===== src/rtl/core_pipe_sched_pkg.sv =====
// Shared encodings for the pipeline-control scheduler: hold levels, FSM states
// and the core-wide enable/bus-width constants.
package core_pipe_sched_pkg;

    localparam int MemAddressBus = 32;

    localparam logic JumpEnable = 1'b1;
    localparam logic HoldEnable = 1'b1;

    localparam logic [2:0] HoldNone = 3'd0;
    localparam logic [2:0] HoldPc   = 3'd1;
    localparam logic [2:0] HoldIf   = 3'd2;
    localparam logic [2:0] HoldId   = 3'd3;

    typedef enum logic [1:0] {
        ST_IDLE      = 2'd0,
        ST_FLUSH     = 2'd1,
        ST_INT_WAIT  = 2'd2,
        ST_INT_ENTER = 2'd3
    } sched_state_t;

    function automatic logic [2:0] hold_max(input logic [2:0] a, input logic [2:0] b);
        return (a > b) ? a : b;
    endfunction

endpackage


===== src/rtl/core_pipe_sched_cnt.sv =====
// Loadable down-counter with enable; stops at zero. Holds the post-redirect
// flush length.
module core_pipe_sched_cnt #(
    parameter int CNT_W = 4
) (
    input  logic             clk,
    input  logic             rst,
    input  logic             i_load,
    input  logic [CNT_W-1:0] i_load_val,
    input  logic             i_en,
    output logic [CNT_W-1:0] o_cnt
);

    logic [CNT_W-1:0] r_cnt;

    always_ff @(posedge clk) begin
        if (rst) begin
            r_cnt <= '0;
        end else if (i_load) begin
            r_cnt <= i_load_val;
        end else if (i_en && (r_cnt != '0)) begin
            r_cnt <= r_cnt - 1'b1;
        end
    end

    assign o_cnt = r_cnt;

endmodule


===== src/rtl/core_pipe_sched.sv =====
// Pipeline-control scheduler: merges ex jump/hold, bus stall and interrupt
// entry into one redirect port and one hold level, with a post-redirect flush.
//
// state        | meaning
// ST_IDLE      | pass-through, no pending work
// ST_FLUSH     | IF/ID bubbles after a redirect, counted by flush_cnt
// ST_INT_WAIT  | interrupt pending, draining execute
// ST_INT_ENTER | one cycle: redirect to captured vector, ack to clint
module core_pipe_sched
    import core_pipe_sched_pkg::*;
#(
    parameter int ADDR_W       = MemAddressBus,
    parameter int FLUSH_CYCLES = 2,
    parameter int INT_WAIT_MAX = 64
) (
    input  logic              clk,
    input  logic              rst,
    input  logic              jump_flag_in,
    input  logic [ADDR_W-1:0] jump_addr_in,
    input  logic              hold_flag_ex_in,
    input  logic              hold_req_bus_in,
    input  logic              int_req_in,
    input  logic [ADDR_W-1:0] int_addr_in,
    output logic              jump_flag_out,
    output logic [ADDR_W-1:0] jump_addr_out,
    output logic [2:0]        hold_flag_out,
    output logic              flush_if_out,
    output logic              int_ack_out,
    output logic              int_timeout_err_out,
    output logic              busy_out
);

    localparam logic [3:0] FLUSH_LOAD = 4'(FLUSH_CYCLES);
    localparam logic [7:0] WAIT_LAST  = 8'(INT_WAIT_MAX - 1);

    sched_state_t      r_state;
    logic [7:0]        r_wait_cnt;
    logic [ADDR_W-1:0] r_int_addr;
    logic              r_err;

    logic              w_in_enter;
    logic              w_in_wait;
    logic              w_jump_flag;
    logic [2:0]        w_hold_hi;
    logic [2:0]        w_hold_lo;
    logic [2:0]        w_hold;
    logic              w_cnt_load;
    logic              w_cnt_en;
    logic [3:0]        w_flush_cnt;
    logic              w_flush_done;
    logic              w_wait_hit;

    assign w_in_enter  = (r_state == ST_INT_ENTER);
    assign w_in_wait   = (r_state == ST_INT_WAIT);
    assign w_jump_flag = w_in_enter ? JumpEnable : jump_flag_in;

    assign w_hold_hi = ((w_jump_flag == JumpEnable) || (hold_flag_ex_in == HoldEnable) ||
                        w_in_wait || w_in_enter) ? HoldId : HoldNone;
    assign w_hold_lo = hold_req_bus_in ? HoldPc : HoldNone;
    assign w_hold    = hold_max(w_hold_hi, w_hold_lo);

    // Combinational term lets the error show on the very cycle the limit is hit.
    assign w_wait_hit = w_in_wait && (r_wait_cnt >= WAIT_LAST);

    assign w_flush_done = (r_state == ST_FLUSH) && !jump_flag_in && !hold_req_bus_in &&
                          (w_flush_cnt <= 4'd1);

    always_comb begin
        w_cnt_load = 1'b0;
        w_cnt_en   = 1'b0;
        case (r_state)
            ST_IDLE:      w_cnt_load = !int_req_in && jump_flag_in;
            ST_FLUSH: begin
                w_cnt_load = jump_flag_in;
                w_cnt_en   = !jump_flag_in && !hold_req_bus_in;
            end
            ST_INT_ENTER: w_cnt_load = 1'b1;
            default: ;
        endcase
    end

    core_pipe_sched_cnt #(
        .CNT_W(4)
    ) u_flush_cnt (
        .clk        (clk),
        .rst        (rst),
        .i_load     (w_cnt_load),
        .i_load_val (FLUSH_LOAD),
        .i_en       (w_cnt_en),
        .o_cnt      (w_flush_cnt)
    );

    always_ff @(posedge clk) begin
        if (rst) begin
            r_state    <= ST_IDLE;
            r_wait_cnt <= '0;
            r_int_addr <= '0;
            r_err      <= 1'b0;
        end else begin
            if (w_wait_hit) begin
                r_err <= 1'b1;
            end
            case (r_state)
                ST_IDLE: begin
                    if (int_req_in) begin
                        r_state    <= ST_INT_WAIT;
                        r_int_addr <= int_addr_in;
                        r_wait_cnt <= '0;
                    end else if (jump_flag_in) begin
                        r_state <= ST_FLUSH;
                    end
                end
                ST_FLUSH: begin
                    if (w_flush_done) begin
                        if (int_req_in) begin
                            r_state    <= ST_INT_WAIT;
                            r_int_addr <= int_addr_in;
                            r_wait_cnt <= '0;
                        end else begin
                            r_state <= ST_IDLE;
                        end
                    end
                end
                ST_INT_WAIT: begin
                    if (r_wait_cnt != 8'hFF) begin
                        r_wait_cnt <= r_wait_cnt + 8'd1;
                    end
                    if (!hold_flag_ex_in && !jump_flag_in) begin
                        r_state <= ST_INT_ENTER;
                    end
                end
                ST_INT_ENTER: r_state <= ST_FLUSH;
                default:      r_state <= ST_IDLE;
            endcase
        end
    end

    assign jump_flag_out       = w_jump_flag;
    assign jump_addr_out       = w_in_enter ? r_int_addr :
                                 (jump_flag_in ? jump_addr_in : '0);
    assign hold_flag_out       = w_hold;
    assign flush_if_out        = (r_state == ST_FLUSH) && (w_hold < HoldIf);
    assign int_ack_out         = w_in_enter;
    assign int_timeout_err_out = r_err || w_wait_hit;
    assign busy_out            = (r_state != ST_IDLE);

endmodule


===== config.mk =====
export PLATFORM = sky130hd
export DESIGN_NAME = core_pipe_sched
export DESIGN_NICKNAME = d
export VERILOG_FILES = /design/src/rtl/core_pipe_sched_pkg.sv /design/src/rtl/core_pipe_sched_cnt.sv /design/src/rtl/core_pipe_sched.sv
export SDC_FILE = /design/constraint.sdc
export NUM_CORES = 1
export LEC_CHECK = 0
export ABC_AREA = 1
export BUFFER_PORTS_ARGS = -buffer_cell sky130_fd_sc_hd__buf_2
export CORE_ASPECT_RATIO = 1.2
export CORE_MARGIN = 2
export CORE_UTILIZATION = 45
export CTS_BUF_LIST = sky130_fd_sc_hd__clkbuf_16
export CTS_CLUSTER_SIZE = 40
export DETAILED_ROUTE_END_ITERATION = 6
export PLACE_DENSITY = 0.79
export SLEW_MARGIN = 25
export SYNTH_ARGS = -nofsm -noshare
export SYNTH_HDL_FRONTEND = slang
export SYNTH_HIERARCHICAL = 1
export SYNTH_SLANG_ARGS = --single-unit

===== constraint.sdc =====
create_clock -name clk -period 1.6 [get_ports clk]
set_input_delay 0.32 -clock clk [delete_from_list [all_inputs] [get_ports clk]]
set_output_delay 0.32 -clock clk [all_outputs]
set_load 0.05 [all_outputs]

-- Word-level counts from Yosys, hierarchy flattened
Index checks and enable logic that the tools add are counted.
- input bits: 70
- output and inout bits: 40
- bits in registers: 47
- logic and storage cells: 70
- equality and inequality tests: 8
- reduce and logical (&&, ||, !) cells: 27
- mux-type cells: 23
- $add $sub $neg: 2
- order comparisons: 4
- operator list (operator ; count):
    $mux W32 ; 4
    $pmux W32 S2 ; 1
    $mux W8 ; 3
    $pmux W8 S3 ; 1
    $mux W2 ; 9
    $logic_and A1 B1 Y1 ; 9
    $add A8 B1 Y8 const B ; 1
    $ge A8 B6 Y1 const B ; 1
    $ne A8 B8 Y1 const B ; 1
    $pmux W2 S4 ; 1
    $reduce_and A3 Y1 ; 2
    $reduce_bool A2 Y1 ; 3
    $eq A2 B2 Y1 const B ; 2
    $le A4 B1 Y1 const B ; 1
    $logic_not A1 Y1 ; 4
    $logic_or A1 B1 Y1 ; 4
    $ne A2 B1 Y1 const B ; 2
    $reduce_bool A4 Y1 ; 1
    $sub A4 B1 Y4 const B ; 1
    $mux W1 ; 3
    $ne A3 B3 Y1 const B ; 1
    $pmux W1 S3 ; 1
    $reduce_bool A3 Y1 ; 1
    $eq A2 B1 Y1 const B ; 1
    other kinds (6) ; 6

-- Logic depth before layout (Yosys ltp)
Gate-level depths: netlist of the first run.
- word-level depth: 10
- mapped depth: 10
- gate-level depth less buffers: 9

-- Modules after synthesis
The synthesis of the first run kept the hierarchy.
- modules (own cells, without submodules) (module ; instances ; cells each ; area each (µm²) ; seq. area each (µm²)):
    core_pipe_sched ; 1 ; 365 ; 2640.0 ; 860.8
    core_pipe_sched_cnt ; 1 ; 40 ; 270.3 ; 80.1

-- Worst setup path before layout of the first run
OpenSTA, ideal clock, no wires.
- kind: input to output
- from: in jump_flag_in
- to: out flush_if_out
- arrival: 1718 ps
- buffers on the path: 1
- setup slack: -438 ps
- stages: 4
- required time: 1280 ps
- path through: buf_2 -> nor2_1 -> nand2_1 -> nor2_1
- cells in the longest elaborated chain, start to end: 9
- ends and longest elaborated chain (element ; line ; RTL):
    start, declared ; core_pipe_sched.sv:18 ; input logic jump_flag_in,
    $mux W1 (*) ; core_pipe_sched.sv:55 ; assign w_jump_flag = w_in_enter ? JumpEnable : jump_flag_in;
    $logic_or A1 B1 Y1 (*) (2 in a row) ; core_pipe_sched.sv:57 ; assign w_hold_hi = ((w_jump_flag == JumpEnable) || (hold_flag_ex_in == HoldEnable) ||
    $logic_or A1 B1 Y1 (*) ; core_pipe_sched.sv:58 ; w_in_wait || w_in_enter) ? HoldId : HoldNone;
    $mux W2 (*) ; core_pipe_sched.sv:58 ;
    $gt A2 B1 Y1 ; core_pipe_sched_pkg.sv:23 ; return (a > b) ? a : b;
    $mux W2 (*) ; core_pipe_sched_pkg.sv:23 ;
    named net hold_flag_out[1] ; core_pipe_sched.sv:26 ; output logic [2:0] hold_flag_out,
    $lt A2 B2 Y1 (*) ; core_pipe_sched.sv:142 ; assign flush_if_out = (r_state == ST_FLUSH) && (w_hold < HoldIf);
    $logic_and A1 B1 Y1 (*) ; core_pipe_sched.sv:142 ;
    end, declared ; core_pipe_sched.sv:27 ; output logic flush_if_out,
Mark *: on every way through the listed nets, which the timed path passes. The rest lies on a longest branch.

-- Worst setup path in the final report of the first run
- from: reg r_state[0]
- to: out int_timeout_err_out
- cells in the longest elaborated chain, start to end: 3
- ends and longest elaborated chain (element ; line ; RTL):
    start, declared ; core_pipe_sched.sv:36 ; sched_state_t r_state;
    start signal, assigned ; core_pipe_sched.sv:95 ; r_state <= ST_IDLE;
    start signal, assigned ; core_pipe_sched.sv:106 ; r_state <= ST_INT_WAIT;
    start signal, assigned ; core_pipe_sched.sv:110 ; r_state <= ST_FLUSH;
    $eq A2 B2 Y1 ; core_pipe_sched.sv:54 ; assign w_in_wait = (r_state == ST_INT_WAIT);
    $logic_and A1 B1 Y1 ; core_pipe_sched.sv:63 ; assign w_wait_hit = w_in_wait && (r_wait_cnt >= WAIT_LAST);
    $logic_or A1 B1 Y1 ; core_pipe_sched.sv:144 ; assign int_timeout_err_out = r_err || w_wait_hit;
    end, declared ; core_pipe_sched.sv:29 ; output logic int_timeout_err_out,
No other way between the ends.

==> flow_summary_export.csv, run 1 <==
group,metric,value,unit
routing,wl_met1,3.66,mm
routing,drtPass1Iterations,4,
timing,max_freq,0.583,GHz
timing,period_share,1.07,
global_routing,overflow,0,
worst_hold_path,min_to,"r_int_addr[29]$_SDFFE_PP0P_",
clock_network,clockRootBuffer,"clkbuf_16",
timing,finalSetupViolations,21,
worst_hold_path,whs_path_depth,3,
timing,finalMaxSlewViolations,0,
power_and_ir_drop,power_leakage,2.20,nW
routing,drc,0,
worst_setup_path,ff2ff_setup_slack,0.03,ns
timing,fin_setup_tns,-0.509,ns
worst_hold_path,worstHoldStart,"int_addr_in[29]",
global_routing,grt_pass1_wl,13.5,mm
place,numPortBuffers,108,
timing,setup_ws,-0.117,ns
worst_setup_path,regToRegStartpoint,"r_state[1]$_SDFFE_PP0P_",
routing,vias_per_cell,5.18,
clock_network,cts.htree.levels,2,
clock_network,clock_latency,0.28,ns
routing,wl_per_cell,15.1,um
synthesis,syn_area,0.00291,mm^2
routing,drt_wl_total,9.22,mm
synthesis,ys_seq_area_frac,0.323,
outcome,violations,"negative setup slack",
worst_hold_path,hold_path.class,"in2reg",
place,place.detailed.hpwl,5.48,mm
routing,wl_met3,302,um
worst_setup_path,worstSetupStartpointType,"flip-flop",
routing,highest_layer,"met4",
place,gp_congestion,0.764,
synthesis,synth_cells,405,
synthesis,post-synth-top-area-cell,"dfxtp_1",
place,dpl-instance-area,0.00369,mm^2
timing,rsz0062_at_grt,"yes",
die,rows,32,
synthesis,syn_avg_cell_area,7.19,um^2
synthesis,synthTopCellsByArea,"dfxtp_1 32%, nand2_1 17%, nand3_2 11%",
routing,drtIter0Drc,212,
clock_network,clockBufferDepth,2,
layout,nFillCells,441,
worst_setup_path,crit_fanout,8,
layout,final_cell_area,0.00470,mm^2
routing,vias,3155,
layout,antenna_cells,0,
layout,layout_commonest_cell,"buf_2",
die,die-area,0.00713,mm^2
clock_network,cts.sinks,47,
worst_setup_path,arrival,1.40,ns
timing,finalHoldViolations,0,
layout,layout_common_cells,"71 x buf_2, 68 x nand2_1, 47 x nand3_2",
die,io_pins,110,
synthesis,yosysUniqueCellTypes,33,
layout,fin_nets,595,
power_and_ir_drop,peakVddDrop,0.561,mV
outcome,status,"finished, violations left",
timing,finalCriticalPeriod,1.72,ns
worst_setup_path,ff2ff_path_depth,9,
power_and_ir_drop,power,4.16,mW
clock_network,cts_buffers,5,
synthesis,synth.ff_latch_count,47,
worst_setup_path,critPathKind,"reg2out",
global_routing,groute.usage.overall,0.230,
routing,dr_wl_met2,5.05,mm
worst_setup_path,crit_path_end_kind,"output port",
global_routing,antenna_found_initial,0,
die,die_x,77.4,um
routing,final_antenna_net_count,0,
flow_run,cap_violations,0,
layout,area_growth,61.4,%
die,start_util,0.460,
clock_network,cts_tree,"done",
die,core-area,0.00633,mm^2
clock_network,clkSlewWorstSetupHoldPaths,0.06,ns
timing,fin_worst_skew,0.00494,ns
worst_setup_path,cp.required,1.28,ns
global_routing,grt_pass1_vias,3096,
place,dp_cells,591,
power_and_ir_drop,cellPowerDensity,886,mW/mm^2
die,die_h,92.1,um
synthesis,yosys.area.top_type_share,0.323,
worst_setup_path,r2r-end,"r_int_addr[11]$_SDFFE_PP0P_",
global_routing,grt_max_degree,33,
layout,fin_cells,609,
layout,drive_above_1_share,0.594,
synthesis,yosysWarnings,6,
-- cell type report --
cell class,count,area (um^2),area share
Sequential cell,47,946,0.201
Tap cell,85,106,0.0226
Multi-Input combinational cell,312,2140,0.456
Clock inverter,3,38.8,0.00826
Inverter,23,97.6,0.0208
Timing Repair Buffer,134,1240,0.264
Clock buffer,5,125,0.0266
-- power by group --
part	leakage (nW)	switching [mW]	internal, mW	total, mW
clock network	0.0812	0.429	0.729	1.16
registers	0.386	0.0931	1.27	1.37
logic	1.73	0.997	0.642	1.64
total	2.20	1.52	2.64	4.16
-- worst max-delay path, stage by stage (launching register included) --
cell and delay (ns):
dfxtp_2 0.33, buf_4 0.16, inv_1 0.12, nand2_4 0.10, inv_2 0.08, nand2_1 0.07, nand2_1 0.09, buf_6 0.16
-- registers in the layout, summed over array words and instances, names as in the netlist --
name,cells
r_err,1
r_int_addr,32
r_state,2
r_wait_cnt,8
u_flush_cnt/o_cnt,4
-- cells in the mapped netlist --
master,n
nand2_1,130
nand3_1,50
dfxtp_1,47
a21oi_2,31
nand3_2,31
nor2_1,25
inv_1,18
a21oi_1,13
clkbuf_1,10
buf_2,8
inv_2,4
o21ai_0,4
buf_6,3
buf_8,3
nand2_2,3
nand2_4,3
conb_1,2
ha_1,2
nor3_1,2
or2_2,2
xor2_1,2
a32oi_1,1
buf_1,1
buf_4,1
clkinv_2,1
nand2_8,1
nand3_4,1
nor2_4,1
o211ai_1,1
o21ai_1,1
o21bai_1,1
o22ai_1,1
or2_0,1
-- kinds of logic after synthesis --
group | count (synthesis) | share of synthesized area
simple gates | 250 | 0.437
xor+xnor | 2 | 0.00602
other cells | 2 | 0.00258
buf+inv | 49 | 0.0877
fa+ha+maj | 2 | 0.00860
flops | 47 | 0.323
compound gates | 53 | 0.135
-- worst max-delay path by stage --
stage / start / endpoint / slack, ns
floorplan: jump_flag_in / flush_if_out / -0.09
global placement: r_wait_cnt[0]$_SDFFE_PP0P_ / int_timeout_err_out / 0.05
detailed placement: r_state[1]$_SDFFE_PP0P_ / r_int_addr[26]$_SDFFE_PP0P_ / 0.001
CTS: r_wait_cnt[0]$_SDFFE_PP0P_ / int_timeout_err_out / -0.1
global route: r_wait_cnt[0]$_SDFFE_PP0P_ / int_timeout_err_out / -0.22
finish: r_state[0]$_SDFFE_PP0P_ / int_timeout_err_out / -0.12
-- stage by stage --
stage	util	worst slack, ns	hold WS (ns)
floorplan	-	-0.0931	0.382
global placement	0.583	0.0541	0.446
detailed placement	0.583	0.00100	0.458
CTS	0.661	-0.0976	0.290
global route	0.743	-0.218	0.294
finish	0.743	-0.117	0.294
-- timing repair --
action,CTS,global route
endpoints found under the setup margin,36,68
hold buffers,0,0
setup buffers,7,1
gates cloned,1,4
pin swaps,2,32
resized for setup,84,120
-- per-layer routing --
layer	global-route usage	vias to the layer above
li1	-	1545
met1	0.275	1505
met2	0.417	90
met3	0.0344	15
met4	0.0744	0
met5	0	-
Power figures use the tool's default switching activity.
==> run 2, diff against run 1 <==
- ABC_AREA: 1 -> default
- CORE_UTILIZATION: 45 -> 43
- GPL_TIMING_DRIVEN: default -> 0
- PLACE_DENSITY: 0.79 -> 0.78
==> run 2 against run 1 <==
Net effect:
- highest routed layer unchanged
- largest power group unchanged
- cell count down 1.6%
- synthesized cell count decreased by 8.1%
- count of clock-buffer cells in the layout did not move
- sequential share of layout area grew 0.39 points
- hold slack worse by 0.016 ns
- the flow still finishes with violations (negative setup slack)
==> flow_summary_export.csv, run 2 <==
group,metric,value,unit
outcome,status,"finished, violations left",
outcome,violations,"negative setup slack",
worst_setup_path,ff2ff_setup_slack,-0.01,ns
routing,vias,3312,
timing,worstMarginPinSlew,0.538,ns
synthesis,synth.ff_latch_count,47,
routing,vias_per_cell,5.53,
layout,largest_register,"r_int_addr",
routing,drtPass1Iterations,5,
timing,setup_ws,-0.282,ns
worst_setup_path,critPathLaunch,"r_state[1]$_SDFFE_PP0P_",
clock_network,cts.sinks,47,
worst_setup_path,crit_path_end_kind,"output port",
layout,drive_above_1_share,0.489,
die,start_util,0.438,
worst_hold_path,min_to,"r_int_addr[1]$_SDFFE_PP0P_",
clock_network,clockRootBuffer,"clkbuf_16",
synthesis,syn_area,0.00262,mm^2
routing,final_antenna_net_count,0,
timing,rsz0062_at_grt,"yes",
power_and_ir_drop,power_frac_clock,0.292,
die,core-area,0.00597,mm^2
power_and_ir_drop,power_switching_share,0.345,
worst_setup_path,regToRegStartpoint,"r_state[1]$_SDFFE_PP0P_",
clock_network,clockBufferDepth,2,
clock_network,cts_tree,"done",
synthesis,synth_cells,372,
timing,max_freq,0.531,GHz
die,die-area,0.00672,mm^2
power_and_ir_drop,peakVddDrop,0.711,mV
synthesis,ys_seq_area_frac,0.360,
timing,period_share,1.18,
clock_network,cts_hold_buf,0,
power_and_ir_drop,switchingPower,1.38,mW
global_routing,groute.usage.overall,0.265,
synthesis,yosys.area.top_type_share,0.360,
layout,fin_nets,588,
worst_hold_path,worstHoldStart,"int_addr_in[1]",
clock_network,cts_buffers,5,
worst_hold_path,hold_path.class,"in2reg",
worst_setup_path,crit_fanout,10,
layout,largest_reg_flops,32,
timing,finalMaxSlewViolations,0,
die,die_h,89.4,um
worst_setup_path,worstSetupStartpointType,"flip-flop",
layout,antenna_cells,0,
worst_hold_path,whs_path_depth,3,
worst_setup_path,critPathKind,"reg2out",
timing,relSlewSlack,0.642,
worst_setup_path,ff2ff_path_depth,8,
synthesis,yosysWarnings,6,
synthesis,yosysUniqueCellTypes,49,
timing,finalSetupViolations,40,
layout,area_growth,78.6,%
synthesis,synthArstFlopShare,0,
clock_network,clkSlewWorstSetupHoldPaths,0.06,ns
power_and_ir_drop,power_leakage,1.90,nW
routing,drtIter0Drc,253,
place,place.detailed.hpwl,5.76,mm
power_and_ir_drop,pwr-share-seq,0.333,
global_routing,overflow,0,
power_and_ir_drop,p_int,2.62,mW
layout,layout_commonest_cell,"buf_2",
synthesis,synth_common_cells,"74 x nand2_1, 66 x o21ai_1, 47 x dfxtp_1",
power_and_ir_drop,power,4.00,mW
synthesis,synth-edff-count,0,
global_routing,grt_pass1_vias,3041,
timing,finalHoldViolations,0,
timing,finalCriticalPeriod,1.88,ns
worst_setup_path,cpPeakStageDelay,0.33,ns
worst_setup_path,r2r-end,"r_int_addr[13]$_SDFFE_PP0P_",
power_and_ir_drop,cellPowerDensity,855,mW/mm^2
synthesis,synth-main-ff-cell,"dfxtp_1",
die,rows,31,
power_and_ir_drop,pwr-share-comb,0.374,
synthesis,post-synth-top-area-cell,"dfxtp_1",
clock_network,cts.htree.levels,2,
routing,drt_wl_total,9.71,mm
layout,layout_common_cells,"70 x buf_2, 59 x nand2_1, 39 x a21oi_1",
timing,fin_worst_skew,0.00533,ns
worst_setup_path,crit_buf_inv,5,
timing,whs,0.278,ns
die,die_x,75.2,um
place,gp_congestion,0.858,
global_routing,grt_max_degree,15,
place,numPortBuffers,107,
flow_run,cap_violations,0,
worst_setup_path,cp.required,1.28,ns
global_routing,antenna_found_initial,0,
worst_setup_path,critical_path.cell_chain,"buf_6, inv_4, nor2_4, buf_8, buf_8, nand2_1, o21ai_4, buf_6",
synthesis,yosysMostFrequentCell,"nand2_1",
synthesis,synthTopCellsByArea,"dfxtp_1 36%, o21ai_1 13%, nand2_1 11%",
die,io_pins,110,
worst_setup_path,critical_path.slowest_cell,"dfxtp_2",
worst_setup_path,critical-path-top-delay-family,"buffers and inverters",
routing,wl_per_cell,16.2,um
clock_network,clock_latency,0.29,ns
global_routing,grt_pass1_wl,13.9,mm
routing,drc,0,
worst_setup_path,arrival,1.56,ns
synthesis,syn_avg_cell_area,7.03,um^2
-- run 2: changes by cell type in the layout (fill, tap and decap cells not counted), sizes merged, moves of 5 or more --
cell	before	now
o21ai	5	71
nand2	137	74
nand3	82	39
buf	131	150
nor2	26	12
clkbuf	8	21
inv	22	9
a21oi	44	39
-- run 2: cell type report --
cell class	count	area (um^2)
clock buffers	5	125
inverters	9	43.8
multi-input cells	287	2090
fillers	409	1300
repair buffers	134	1040
flip-flops and latches	47	958
clock inverters	3	38.8
plain buffers	32	272
well taps	82	103
-- run 2: worst max path at each step --
stage / to / cells after the start
after floorplan: u_flush_cnt/o_cnt[3]$_SDFFE_PP0P_ / 6
after global placement: jump_addr_out[5] / 6
after detailed placement: jump_addr_out[2] / 6
after CTS: jump_addr_out[14] / 8
after global routing: jump_addr_out[14] / 8
final: jump_addr_out[19] / 8
-- run 2: cells by family after synthesis --
kind of cell	after synthesis	synth area share
AO/OA/AOI/OAI	135	0.298
XOR/XNOR	1	0.00335
adder cells (fa/ha/maj)	2	0.00957
buffers and inverters	41	0.0699
flip-flops	47	0.360
multiplexers	1	0.00383
other	2	0.00287
AND/OR/NAND/NOR	143	0.253
-- run 2: layer usage --
| metal | GRT usage | wire [um] | vias up |
|---|---|---|---|
| li1 | - | - | 1593 |
| met1 | 0.311 | 3750 | 1554 |
| met2 | 0.474 | 5140 | 143 |
| met3 | 0.0507 | 635 | 22 |
| met4 | 0.0941 | 186 | 0 |
| met5 | 0 | 0 | - |
-- run 2: stage by stage --
stage | util | setup TNS (ns) | area [um^2] | instances | worst slack, ns
4_1_cts | 0.743 | -8.50 | 4440 | 590 | -0.263
3_3_place_gp | 0.623 | -19.63 | 3720 | 564 | -0.539
6_report | 0.782 | -8.75 | 4670 | 599 | -0.282
3_5_place_dp | 0.623 | -19.79 | 3720 | 564 | -0.541
2_1_floorplan | - | -0.602 | 3080 | 375 | -0.0360
5_1_grt | 0.782 | -11.47 | 4670 | 599 | -0.339
-- run 2: power groups by stage --
stage          sequential (mW)  clock (mW)  combinational [mW]
6_report                  1.33        1.17                1.50
3_5_place_dp              1.34           0                1.12
4_1_cts                   1.32        1.17                1.33
2_1_floorplan             1.33           0               0.860
3_3_place_gp              1.33           0                1.10
5_1_grt                   1.34        1.23                1.58
-- run 2: worst reg2reg max path, delay by kind of cell, from the launching register on --
kind | cells | cell delay [ns]
AND/OR/NAND/NOR | 1 | 0.05
AO/OA/AOI/OAI | 3 | 0.54
buffers and inverters | 4 | 0.62
flip-flops | 1 | 0.33
-- run 2: what timing repair did --
action / CTS / global route
resized for setup: 122 / 45
cloned: 1 / 0
setup endpoints to repair: 72 / 78
pin swaps: 11 / 18
buffers inserted: 17 / 9
